--- src/rtl/npu_task_scheduler_pkg.sv ---
// npu_task_scheduler_pkg: scheduler state encoding, field width, default chunk size and chunk-length helper
package npu_task_scheduler_pkg;
  localparam int FIELD_W   = 32;
  localparam int CHUNK_DEF = 64;
  typedef enum logic [1:0] {IDLE, ISSUE, WAIT, DONE} state_t;
  function automatic logic [FIELD_W-1:0] chunk_len(input logic [FIELD_W-1:0] rem, input logic [FIELD_W-1:0] cb);
    return rem < cb ? rem : cb;
  endfunction
endpackage

--- src/rtl/npu_rr_arbiter.sv ---
// npu_rr_arbiter: round-robin grant from rr pointer; with NPU_SCHED_PRIORITY_EN, masks to highest-priority requests first
module npu_rr_arbiter #(
  parameter int N = 4,
  parameter int W = 2
) (
  input  logic [N-1:0]   req,
  input  logic [W-1:0]   ptr,
`ifdef NPU_SCHED_PRIORITY_EN
  input  logic [2*N-1:0] prio,
`endif
  output logic [N-1:0]   gnt,
  output logic [W-1:0]   idx
);
  logic [N-1:0] m;
`ifdef NPU_SCHED_PRIORITY_EN
  logic [1:0] top;
  // keep only requests at the highest priority level present
  always_comb begin
    top = '0;
    m   = '0;
    for (int i = 0; i < N; i++) if (req[i] && prio[2*i +: 2] > top) top = prio[2*i +: 2];
    for (int i = 0; i < N; i++) m[i] = req[i] && prio[2*i +: 2] == top;
  end
`else
  assign m = req;
`endif
  // first masked request at or after ptr, wrapping
  always_comb begin
    gnt = '0;
    idx = '0;
    for (int k = 0; k < N; k++) begin
      if (m[(int'(ptr) + k) % N] && gnt == '0) begin
        gnt[(int'(ptr) + k) % N] = 1'b1;
        idx = W'((int'(ptr) + k) % N);
      end
    end
  end
endmodule

--- src/rtl/npu_task_scheduler.sv ---
// npu_task_scheduler: arbitrates task sources onto one engine, chunking each task; NPU_SCHED_PRIORITY_EN adds src_prio
import npu_task_scheduler_pkg::*;
module npu_task_scheduler #(
  parameter int NUM_SRC     = 4,
  parameter int CHUNK_BYTES = CHUNK_DEF,
  parameter int SRC_W       = $clog2(NUM_SRC)
) (
  input  logic                       clk,
  input  logic                       rst,
  input  logic [NUM_SRC-1:0]         src_valid,
  output logic [NUM_SRC-1:0]         src_ready,
  input  logic [NUM_SRC*FIELD_W-1:0] src_id,
  input  logic [NUM_SRC*FIELD_W-1:0] src_addr,
  input  logic [NUM_SRC*FIELD_W-1:0] src_size,
`ifdef NPU_SCHED_PRIORITY_EN
  input  logic [NUM_SRC*2-1:0]       src_prio,
`endif
  output logic                       cmd_valid,
  input  logic                       cmd_ready,
  output logic [FIELD_W-1:0]         cmd_addr,
  output logic [FIELD_W-1:0]         cmd_len,
  output logic                       cmd_last,
  output logic [FIELD_W-1:0]         cmd_id,
  input  logic                       cmp_valid,
  output logic                       done_valid,
  output logic [FIELD_W-1:0]         done_id,
  output logic [SRC_W-1:0]           done_src,
  output logic                       busy
);
  localparam logic [FIELD_W-1:0] CB = FIELD_W'(CHUNK_BYTES);
  state_t               state, state_n;
  logic [SRC_W-1:0]     rr_ptr, win, tsk_src;
  logic [NUM_SRC-1:0]   gnt;
  logic [FIELD_W-1:0]   tsk_id, remaining, win_size, rem_n;
  logic                 accept;
  npu_rr_arbiter #(.N(NUM_SRC), .W(SRC_W)) u_arb (
    .req  (src_valid),
    .ptr  (rr_ptr),
`ifdef NPU_SCHED_PRIORITY_EN
    .prio (src_prio),
`endif
    .gnt  (gnt),
    .idx  (win)
  );
  assign src_ready  = state == IDLE ? gnt : '0;
  assign accept     = |src_ready;
  assign win_size   = src_size[FIELD_W*win +: FIELD_W];
  assign rem_n      = remaining - cmd_len;
  assign cmd_id     = tsk_id;
  assign done_id    = tsk_id;
  assign done_src   = tsk_src;
  assign done_valid = state == DONE;
  assign busy       = state != IDLE;
  // state register
  always_ff @(posedge clk or posedge rst)
    if (rst) state <= IDLE;
    else     state <= state_n;
  // next-state: zero-size tasks skip straight to DONE
  always_comb begin
    state_n = state;
    case (state)
      IDLE:    if (accept) state_n = win_size == '0 ? DONE : ISSUE;
      ISSUE:   if (cmd_ready) state_n = WAIT;
      WAIT:    if (cmp_valid) state_n = cmd_last ? DONE : ISSUE;
      default: state_n = IDLE;
    endcase
  end
  // task capture and registered command generation; next chunk starts where the last one ended
  always_ff @(posedge clk or posedge rst) begin
    if (rst) begin
      rr_ptr    <= '0;
      tsk_src   <= '0;
      tsk_id    <= '0;
      remaining <= '0;
      cmd_valid <= 1'b0;
      cmd_addr  <= '0;
      cmd_len   <= '0;
      cmd_last  <= 1'b0;
    end else begin
      if (state == IDLE && accept) begin
        rr_ptr    <= int'(win) == NUM_SRC - 1 ? '0 : win + 1'b1;
        tsk_src   <= win;
        tsk_id    <= src_id[FIELD_W*win +: FIELD_W];
        remaining <= win_size;
        cmd_valid <= win_size != '0;
        cmd_addr  <= src_addr[FIELD_W*win +: FIELD_W];
        cmd_len   <= chunk_len(win_size, CB);
        cmd_last  <= win_size <= CB;
      end
      if (state == ISSUE && cmd_ready) cmd_valid <= 1'b0;
      if (state == WAIT && cmp_valid) begin
        remaining <= rem_n;
        if (!cmd_last) begin
          cmd_valid <= 1'b1;
          cmd_addr  <= cmd_addr + cmd_len;
          cmd_len   <= chunk_len(rem_n, CB);
          cmd_last  <= rem_n <= CB;
        end
      end
    end
  end
endmodule

--- config.mk ---
export PLATFORM = sky130hd
export DESIGN_NAME = npu_task_scheduler
export DESIGN_NICKNAME = d
export VERILOG_FILES = /design/src/rtl/npu_task_scheduler_pkg.sv /design/src/rtl/npu_rr_arbiter.sv /design/src/rtl/npu_task_scheduler.sv
export SDC_FILE = /design/constraint.sdc
export NUM_CORES = 1
export LEC_CHECK = 0
export BUFFER_PORTS_ARGS = -buffer_cell sky130_fd_sc_hd__buf_4
export CELL_PAD_IN_SITES_DETAIL_PLACEMENT = 0
export CELL_PAD_IN_SITES_GLOBAL_PLACEMENT = 1
export CORE_ASPECT_RATIO = 2
export CORE_MARGIN = 10
export CORE_UTILIZATION = 34
export CTS_CLUSTER_DIAMETER = 150
export CTS_CLUSTER_SIZE = 14
export DETAILED_ROUTE_END_ITERATION = 6
export PLACE_DENSITY_LB_ADDON = 0.1
export SETUP_SLACK_MARGIN = 0.05
export SLEW_MARGIN = 20
export SYNTH_ARGS = -nofsm -noshare
export SYNTH_HDL_FRONTEND = slang
export SYNTH_SLANG_ARGS = --single-unit
--- constraint.sdc ---
create_clock -name clk -period 5.1 [get_ports clk]
set_input_delay 0.255 -clock clk [delete_from_list [all_inputs] [get_ports clk]]
set_output_delay 0.255 -clock clk [all_outputs]
set_load 0.02 [all_outputs]
# Word level (Yosys, flattened, before mapping)
# Cells that the tools add are included.
[op_classes] bitwise_logic=6 eq_ne=7 reduce_logical=23 n_shift=3 order_cmp=12 mux=52 n_addsub=6
[op_table] cell="$shiftx A128 B8 Y32" count=3
[op_table] cell="$mux W32" count=10
[op_table] cell="$le A32 B7 Y1 const B" count=2
[op_table] cell="$lt A32 B7 Y1 const B" count=2
[op_table] cell="$add A32 B32 Y32" count=1
[op_table] cell="$logic_not A32 Y1" count=1
[op_table] cell="$reduce_bool A32 Y1" count=1
[op_table] cell="$sub A32 B32 Y32" count=1
[op_table] cell="$mux W2" count=10
[op_table] cell="$mux W4" count=5
[op_table] cell="$mux W1" count=18
[op_table] cell="$logic_not A4 Y1" count=3
[op_table] cell="$lt A3 B4 Y1 const B" count=3
[op_table] cell="$or A4 B4 Y4" count=3
[op_table] cell="$logic_and A1 B1 Y1" count=10
[op_table] cell="$ge A3 B1 Y1 const B" count=3
[op_table] cell="$bmux W1 S2" count=4
[op_table] cell="$demux W1 S2" count=4
[op_table] cell="$ne A2 B2 Y1 const B" count=3
[op_table] cell="$pmux W2 S3" count=1
[op_table] cell="$reduce_or A2 Y1" count=3
[op_table] cell="$add A2 B1 Y2 const B" count=2
[op_table] cell="$add A2 B2 Y2 const B" count=2
[op_table] cell="$eq A2 B1 Y1 const B" count=2
[op_table] cell="8 further kinds" count=12
[totals] out_inout_bits=138 regBits=136 in_bits=392 elab_cells=118

# Longest topological paths before layout
# Gate-level depths: netlist (run 1).
[depth] word_depth=22 ltp_mapped=18 ltp_nobuf=15

# By module
# From an unflattened synthesis (run 1), not the netlist that was laid out.
[hier_totals] hier_cells=1421 hier_area_um2=12615.8
[by_module_without_submodules] module="npu_task_scheduler" seq_area_each_um2=3403.3 instances=1 area_each_um2=12102.9 cells_each=1356
[by_module_without_submodules] module="npu_rr_arbiter" seq_area_each_um2=0.0 instances=1 area_each_um2=513.0 cells_each=65

# Worst setup path before layout (run 1)
# Ideal clock, no wire load.
[synth_path] path_kind="register to register" from="register rr_ptr[0]" to="register remaining[29]" path_stages_with_launch=16 setup_time_ns=0.121 required_time_ns=4.979 synth_period_minus_slack_ns=4.137 slack_ns=0.963 path_buffers=3 t_arrival_ns=4.015 cell_sequence="dfrtp_1 -> buf_6 -> inv_1 -> ha_1 -> mux4_2 -> a21boi_4 -> a221oi_4 -> a21boi_0 -> and3_4 -> a221o_2 -> nand2_4 -> buf_4 -> clkbuf_1 -> mux4_2 -> nand2_1 -> nand2_1"
[synth_between] elab_chain_len=19 elab_cells_between_ends=64 classes_between="add/sub: 3; order compare: 8; shift: 1; mux: 30; bitwise: 6; reduce/logical: 16"
[synth_rtl] element="start: declaration" line="npu_task_scheduler.sv:32" text="logic [SRC_W-1:0] rr_ptr, win, tsk_src;"
[synth_rtl] element="start signal: assignment" line="npu_task_scheduler.sv:81" text="rr_ptr <= int'(win) == NUM_SRC - 1 ? '0 : win + 1'b1;"
[synth_rtl] element="parallel branches: the longest is 19 deep, another holds $lt A3 B4 Y1"
[synth_rtl] element="end signal: assignment" line="npu_task_scheduler.sv:84" text="remaining <= win_size;"
[synth_rtl] element="end signal: assignment" line="npu_task_scheduler.sv:92" text="remaining <= rem_n;"
[synth_rtl] element="end: declaration" line="npu_task_scheduler.sv:34" text="logic [FIELD_W-1:0] tsk_id, remaining, win_size, rem_n;"
# Parallel ways; which one is timed is not known. The select of a mux whose other input is x is not followed.
# A chain may end at the register's enable or synchronous reset.

# Worst setup path after layout (run 1)
[layout_path] from="register rr_ptr[1]" to="register remaining[23]"
# The elaborated chain is that of the path after synthesis.

==> metrics.md, run 1 <==
| Metric | Value |
|---|---|
| Status | complete, no violations |
| Psw | 0.00949 W |
| Flop-to-flop setup slack | 0.24 ns |
| Setup_tns | 0 ns |
| GRT Resource Usage Total | 26.9% |
| Clock buffer depth | 2 |
| Die Y | 291 um |
| Clk slew on worst S/H paths | 0.06 ns |
| Largest net degree at the start of global routing | 111 |
| Gate Count Post-Synth | 1680 |
| TritonCTS clock tree | yes |
| Post-layout minimum cycle time | 4.86 ns |
| Crit Path Max Fanout | 60 |
| Logic pwr share | 80.1% |
| CTS buffer count | 17 |
| Final nets | 2588 |
| Area of the multi-input gates | 8190 um^2 |
| Commonest non-fill, non-tap cell in the layout | buf_4 |
| Routed vias | 14400 |
| Yosys warning total | 0 |
| Drt drc | 0 |
| Critical Path RT | 5.46 ns |
| Final setup viols | 0 |
| Layout cells sized above 1 | 29.5% |
| Iteration count of the initial detailed-routing pass | 5 |
| Die Wd | 155 um |
| Initial Utilization | 34.2% |
| Clock Root Buffer | clkbuf_16 |
| Yosys top cell area share | 27.3% |
| Final Hold Fails | 0 |
| RD Place Congestion | 0.936 |
| Total gr overflow | 0 |
| Initial antenna violation count | 1 |
| Slew Limit Fails | 0 |
| Endpoint class of the critical path | flop |
| Clock Power Share | 7.9% |
| Hold WS | 0.146 ns |
| Max Cap Viol | 0 |
| Final wirelength | 63300 um |
| Critical Path AT | 5.22 ns |
| Finished Cell Area | 17300 um^2 |
| I/O pins | 530 |
| Final period util | 95.3% |
| RSZ-0062 raised after global routing | yes |
| Worst Path Class, Setup | flop to flop |
| Register area share after synthesis | 27.3% |
| Synthesized area per cell | 7.42 um^2 |
| IO Port Bufs | 529 |
| First-pass GRT wire length | 94300 um |
| Highest-count cells in the layout ignoring fill and taps | buf_4, nand2_1, dfrtp_1 |
| Count of state elements after synthesis | 136 |
| Final ANT Viol Nets | 0 |
| Worst slew pin tran | 1.04 ns |
| Post-synthesis net count | 2144 |
| Vias in the first global route | 15400 |
| Via density | 5.55 |
| Seq pwr share | 12.0% |
| Relative slew slack | 30.7% |
| Core ar. | 36400 um^2 |
| HP Class | primary input to flop |
| # fillers | 3885 |
| Cell variety after synth | 77 |
| DP Wirelength | 51700 um |
| Setup bufs post-CTS | 0 |
| Crit path launch type | flop |
| Ys async rst share | 100% |
| WL/cell | 24.4 um |
| Core Util, Final | 47.4% |
| Reg area | 3400 um^2 |
| Num rows | 99 |
| Htree depth | 4 |
| Synth top area cells | dfrtp_1, nand2_1, ha_1, a21oi_1, nand3_1 |
| Switch share | 56.8% |
| Clock Sinks | 136 |
| Mapped Area | 12500 um^2 |
| Int Pwr | 0.00721 W |
| Power Dens Cells | 967 nW/um^2 |
| Max Clk Rate | 206 MHz |
| Clk_skew | 0.00930 ns |
| Number of flops mapped to enable cells by yosys | 0 |
| DR iter-0 viols | 640 |
| Worst skew pair latency | 0.44 ns |
| Most used flip-flop cell after synthesis | dfrtp_1 |
| Area leader, netlist | dfrtp_1 |
| LEAKAGE | 8.49 nW |
| Placement Cell Area | 16600 um^2 |
| Area Growth Syn to Fin | 38.5% |
| VDD IR max | 0.00103 V |
| DIE AREA | 45200 um^2 |
[metal layers]
metal / vias up / global-route usage (%) / share of wire (%)
met2: 591 / 50.7 / 54
met4: 0 / 11.7 / 4.6
met5: - / 0 / 0
met1: 6822 / 26.5 / 34
met3: 100 / 7.05 / 6.8
li1: 6864 / - / -
[power groups by stage]
| stage | registers [W] | clock network, W | logic [W] |
|---|---|---|---|
| CTS | 0.00201 | 0.00134 | 0.0134 |
| global placement | 0.00201 | 0 | 0.0133 |
| finish | 0.00201 | 0.00131 | 0.0134 |
| floorplan | 0.00219 | 0 | 0.00911 |
| detailed placement | 0.00201 | 0 | 0.0134 |
| global route | 0.00206 | 0.00138 | 0.0147 |
[final cells by class]
cell class                 instances  share of cell area [%]
multi-input combinational       1352                    47.4
sequential                       136                    19.7
inverter                          56                    1.25
clock buffer                      19                    2.62
tap                              454                    3.29
timing repair buffer             561                    24.8
clock inverter                    12                   0.877
antenna                            1                  0.0145
[critical path, cell delays in order (launching register included)]
cell	delay, ns
dfrtp_1	0.51
inv_1	0.21
ha_1	0.27
or4_1	0.60
a21boi_4	0.34
a221oi_4	0.15
a21boi_0	0.36
and3_4	0.29
and2_4	0.19
mux2_8	0.45
buf_4	0.38
nand2_1	0.08
and3_1	0.19
a311oi_1	0.54
a211oi_1	0.09
a21oi_1	0.15
[cells in the mapped netlist, types with 17 or more instances]
cell type / n
a211oi_1: 37
a21o_1: 33
a21oi_1: 113
a311oi_1: 50
and3_1: 55
buf_2: 33
buf_4: 43
clkbuf_1: 53
dfrtp_1: 136
ha_1: 70
inv_1: 56
nand2_1: 473
nand3_1: 100
nor2_1: 28
nor3_1: 37
nor4_1: 22
o21ai_0: 69
o21ai_1: 17
xnor2_1: 30
xor2_1: 22
[logic make-up (layout without fill, tap and decap cells)]
kind of cell    after synthesis  after routing  synth area share, %
flops                       136            136                 27.3
fa+ha+maj                    72             72                 7.35
other cells                   0              1                    0
mux                          26             26                 3.06
buf+inv                     192            648                 7.53
simple gates                780            780                 28.1
compound gates              422            422                 23.0
xor+xnor                     52             52                 3.65
[sequential cells by signal (all words and copies together) (netlist names)]
signal	cells
rr_ptr	2
cmd_last	1
cmd_valid	1
cmd_addr	32
done_src	2
cmd_id	32
cmd_len	32
state	2
remaining	32
[worst paths after layout]
kind | to | startpoint | cells past startpoint
setup / recovery | remaining[23] | rr_ptr[1] | 15
hold / removal | state[1] | cmp_valid | 4
setup reg to reg | remaining[23] | rr_ptr[1] | 15
hold reg to reg | done_src[0] | done_src[0] | 1
max in group asynchronous | remaining[28] | rst | 4
min in group asynchronous | cmd_id[15] | rst | 3
[per-stage QoR]
step           power, W  worst slack, ns  cells
2_1_floorplan    0.0113            0.963   1680
3_3_place_gp     0.0153            0.214   2557
3_5_place_dp     0.0154            0.160   2557
4_1_cts          0.0168            0.158   2590
5_1_grt          0.0182           0.0409   2591
6_report         0.0167            0.237   2591
[what timing repair did]
| item | CTS | global route |
|---|---|---|
| hold buffers | 2 | 0 |
| endpoints found under the hold margin | 7 | 0 |
| endpoints found under the setup margin | 0 | 11 |
| gates resized for setup | 0 | 3 |
No activity file was read; power rests on OpenSTA's default activity.
==> run 2, diff against run 1 <==
--- a/config.mk
+++ b/config.mk
@@ -6,15 +6,11 @@
 export NUM_CORES = 1
 export LEC_CHECK = 0
 export BUFFER_PORTS_ARGS = -buffer_cell sky130_fd_sc_hd__buf_4
-export CELL_PAD_IN_SITES_DETAIL_PLACEMENT = 0
-export CELL_PAD_IN_SITES_GLOBAL_PLACEMENT = 1
-export CORE_ASPECT_RATIO = 2
-export CORE_MARGIN = 10
-export CORE_UTILIZATION = 34
+export CORE_AREA = 10 10 200 202
 export CTS_CLUSTER_DIAMETER = 150
 export CTS_CLUSTER_SIZE = 14
 export DETAILED_ROUTE_END_ITERATION = 6
-export PLACE_DENSITY_LB_ADDON = 0.1
+export DIE_AREA = 0 0 210 212
 export SETUP_SLACK_MARGIN = 0.05
 export SLEW_MARGIN = 20
 export SYNTH_ARGS = -nofsm -noshare
==> run 2 against run 1 <==
  * The run now ends with negative hold slack left
  * Register-to-register slack improved by 0.16 ns
  * Fmax rose by 3.4%
  * Routed wire length down 9.3%
  * Clock skew is 0.0029 ns higher
  * Worst hold slack worse by 0.16 ns
  * Worst setup slack improved by 0.16 ns
  * Flip-flop and latch count did not move
  * Critical path depth shrank 1
  * Design area rose by 0.19%
  * Largest cell class unchanged
  * Highest routed layer unchanged
==> metrics.md, run 2 (synthesis gave the netlist of run 1 again) <==
| Metric | Value |
|---|---|
| Top delay family on crit path | compound AO/OA/AOI/OAI gates (unchanged) |
| Htree depth | 4 (unchanged) |
| TritonCTS clock tree | yes (unchanged) |
| HP Class | primary input to async pin (was primary input to flop) |
| Hold WS | -0.00997 ns (was 0.146 ns) |
| Clk_skew | 0.0122 ns (was 0.00930 ns) |
| CTS buffer count | 17 (unchanged) |
| VDD IR max | 0.000721 V (was 0.00103 V) |
| I/O pins | 530 (unchanged) |
| IO Port Bufs | 529 (unchanged) |
| Worst Path Class, Setup | flop to flop (unchanged) |
| Status | complete, but fails checks (was complete, no violations) |
| Final wirelength | 57400 um (was 63300 um) |
| Clock Root Buffer | clkbuf_16 (unchanged) |
| DR iter-0 viols | 840 (was 640) |
| Final setup viols | 0 (unchanged) |
| CP max stage delay | 0.52 ns (was 0.60 ns) |
| Core ar. | 36100 um^2 (was 36400 um^2) |
| Num rows | 70 (was 99) |
| RSZ-0062 raised after global routing | no (was yes) |
| DIE AREA | 44500 um^2 (was 45200 um^2) |
| Clk slew on worst S/H paths | 0.07 ns (was 0.06 ns) |
| Clock Sinks | 136 (unchanged) |
| Setup_tns | 0 ns (unchanged) |
| RD Place Congestion | 0.900 (was 0.936) |
| Worst r2r src | rr_ptr[1] (unchanged) |
| Die Y | 212 um (was 291 um) |
| Initial antenna violation count | 8 (was 1) |
| Worst slew pin tran | 1.10 ns (was 1.04 ns) |
| DP Wirelength | 46000 um (was 51700 um) |
| Worst reg-to-reg path cell count | 14 (was 15) |
| Final ANT Viol Nets | 0 (unchanged) |
| Flop-to-flop setup slack | 0.40 ns (was 0.24 ns) |
| Vias in the first global route | 14700 (was 15400) |
| Critical Path RT | 5.43 ns (was 5.46 ns) |
| Layout cells sized above 1 | 29.3% (was 29.5%) |
| FF-to-FF End | cmd_addr[30] (was remaining[23]) |
| Initial Utilization | 34.5% (was 34.2%) |
| GRT Resource Usage Total | 24.5% (was 26.9%) |
| Violated checks | negative hold slack |
| Worst path buffer plus inverter count | 2 (unchanged) |
| Final nets | 2583 (was 2588) |
| Final period util | 92.2% (was 95.3%) |
| Area Growth Syn to Fin | 38.7% (was 38.5%) |
| Max Clk Rate | 213 MHz (was 206 MHz) |
| LEAKAGE | 8.48 nW (was 8.49 nW) |
| Drt drc | 0 (unchanged) |
| Total gr overflow | 0 (unchanged) |
| Max Cap Viol | 0 (unchanged) |
| Clock buffer depth | 2 (unchanged) |
| WL/cell | 22.0 um (was 24.4 um) |
| Worst skew pair latency | 0.43 ns (was 0.44 ns) |
| Post-layout minimum cycle time | 4.70 ns (was 4.86 ns) |
| Endpoint class of the critical path | flop (unchanged) |
| Crit path launch type | flop (unchanged) |
| Final Hold Fails | 9 (was 0) |
| First-pass GRT wire length | 85600 um (was 94300 um) |
| CP cell instances | inv_1, ha_2, mux4_2, a21boi_4, a221oi_4, a31oi_2, and3_4, a31oi_2, and2_4, buf_4, nand3_1, nand3_1, a21oi_1, a31o_2 (was inv_1, ha_1, or4_1, a21boi_4, a221oi_4, a21boi_0, and3_4, and2_4, mux2_8, buf_4, nand2_1, and3_1, a311oi_1, a211oi_1, a21oi_1) |
| Critical path's slowest cell | mux4_2 (was or4_1) |
| Highest-count cells in the layout ignoring fill and taps | buf_4, nand2_1, dfrtp_1 (unchanged) |
| Crit Path Max Fanout | 30 (was 60) |
| Iteration count of the initial detailed-routing pass | 5 (unchanged) |
| Placement Cell Area | 16600 um^2 (about the same) |
| Power Dens Cells | 943 nW/um^2 (was 967 nW/um^2) |
| Slew Limit Fails | 0 (unchanged) |
| Relative slew slack | 25.9% (was 30.7%) |
| Die Wd | 210 um (was 155 um) |
| Largest net degree at the start of global routing | 86 (was 111) |
| Critical Path AT | 5.03 ns (was 5.22 ns) |
| Commonest non-fill, non-tap cell in the layout | buf_4 (unchanged) |
| Finished Cell Area | 17300 um^2 (about the same) |
| Via density | 5.54 (was 5.55) |
| Routed vias | 14400 (about the same) |
[run 2: routing by layer]
layer | part of all wire (%) | global-route usage (%) | vias up | wire length [um]
met2 | 51 | 43.4 | 587 | 29200
met1 | 39 | 27.2 | 6889 | 22100
li1 | - | - | 6889 | -
met3 | 7.2 | 6.18 | 80 | 4120
met5 | 0 | 0 | - | 0
met4 | 3.3 | 10.8 | 0 | 1910
[run 2: report_power, final]
part / switching, W / total (W) / internal (W)
Clock: 0.000556 / 0.00138 / 0.000828
Sequential: 0.000403 / 0.00200 / 0.00159
Combinational: 0.00814 / 0.0129 / 0.00478
Total: 0.00910 / 0.0163 / 0.00720
[run 2: worst reg2reg max path: cells and delay by family, from the launching register on]
family	cells	cell delay [ns]
compound gates	6	1.52
fa+ha+maj	1	0.48
buf+inv	2	0.59
flops	1	0.48
mux	1	0.52
simple gates	4	1.00
[run 2: final cells by class]
cell class / count / area [um^2]
Antenna cell: 8 / 20.0
Clock buffer: 19 / 433
Clock inverter: 13 / 194
Fill cell: 3638 / 18800
Inverter: 56 / 215
Multi-Input combinational cell: 1352 / 8180
Sequential cell: 136 / 3400
Tap cell: 468 / 586
Timing Repair Buffer: 556 / 4260
[run 2: how the worst max path moves through the flow]
stage / startpoint / endpoint / cells after the start
after floorplan: rr_ptr[0] / remaining[29] / 15
after global placement: rr_ptr[1] / state[1] / 14
after detailed placement: rr_ptr[1] / state[1] / 14
after CTS: rr_ptr[1] / state[1] / 14
after global routing: rr_ptr[1] / remaining[23] / 16
final: rr_ptr[1] / cmd_addr[30] / 14
[run 2: timing repair]
action,4_1_cts,5_1_grt
setup endpoints to repair,0,5
hold buffers,0,0
resized for setup,0,2
hold endpoints to repair,0,0
setup buffers,0,0
[run 2: stage by stage]
step	hold slack [ns]	setup slack, ns	util [%]	std cells	power (W)
after floorplan	0.362	0.963	-	1680	0.0113
after global routing	0.0281	0.0853	47.9	2607	0.0178
after detailed placement	0.476	0.292	46.1	2568	0.0149
after global placement	0.465	0.508	46.1	2568	0.0148
after CTS	0.00519	0.285	47.8	2600	0.0164
final	-0.00997	0.397	47.9	2608	0.0163
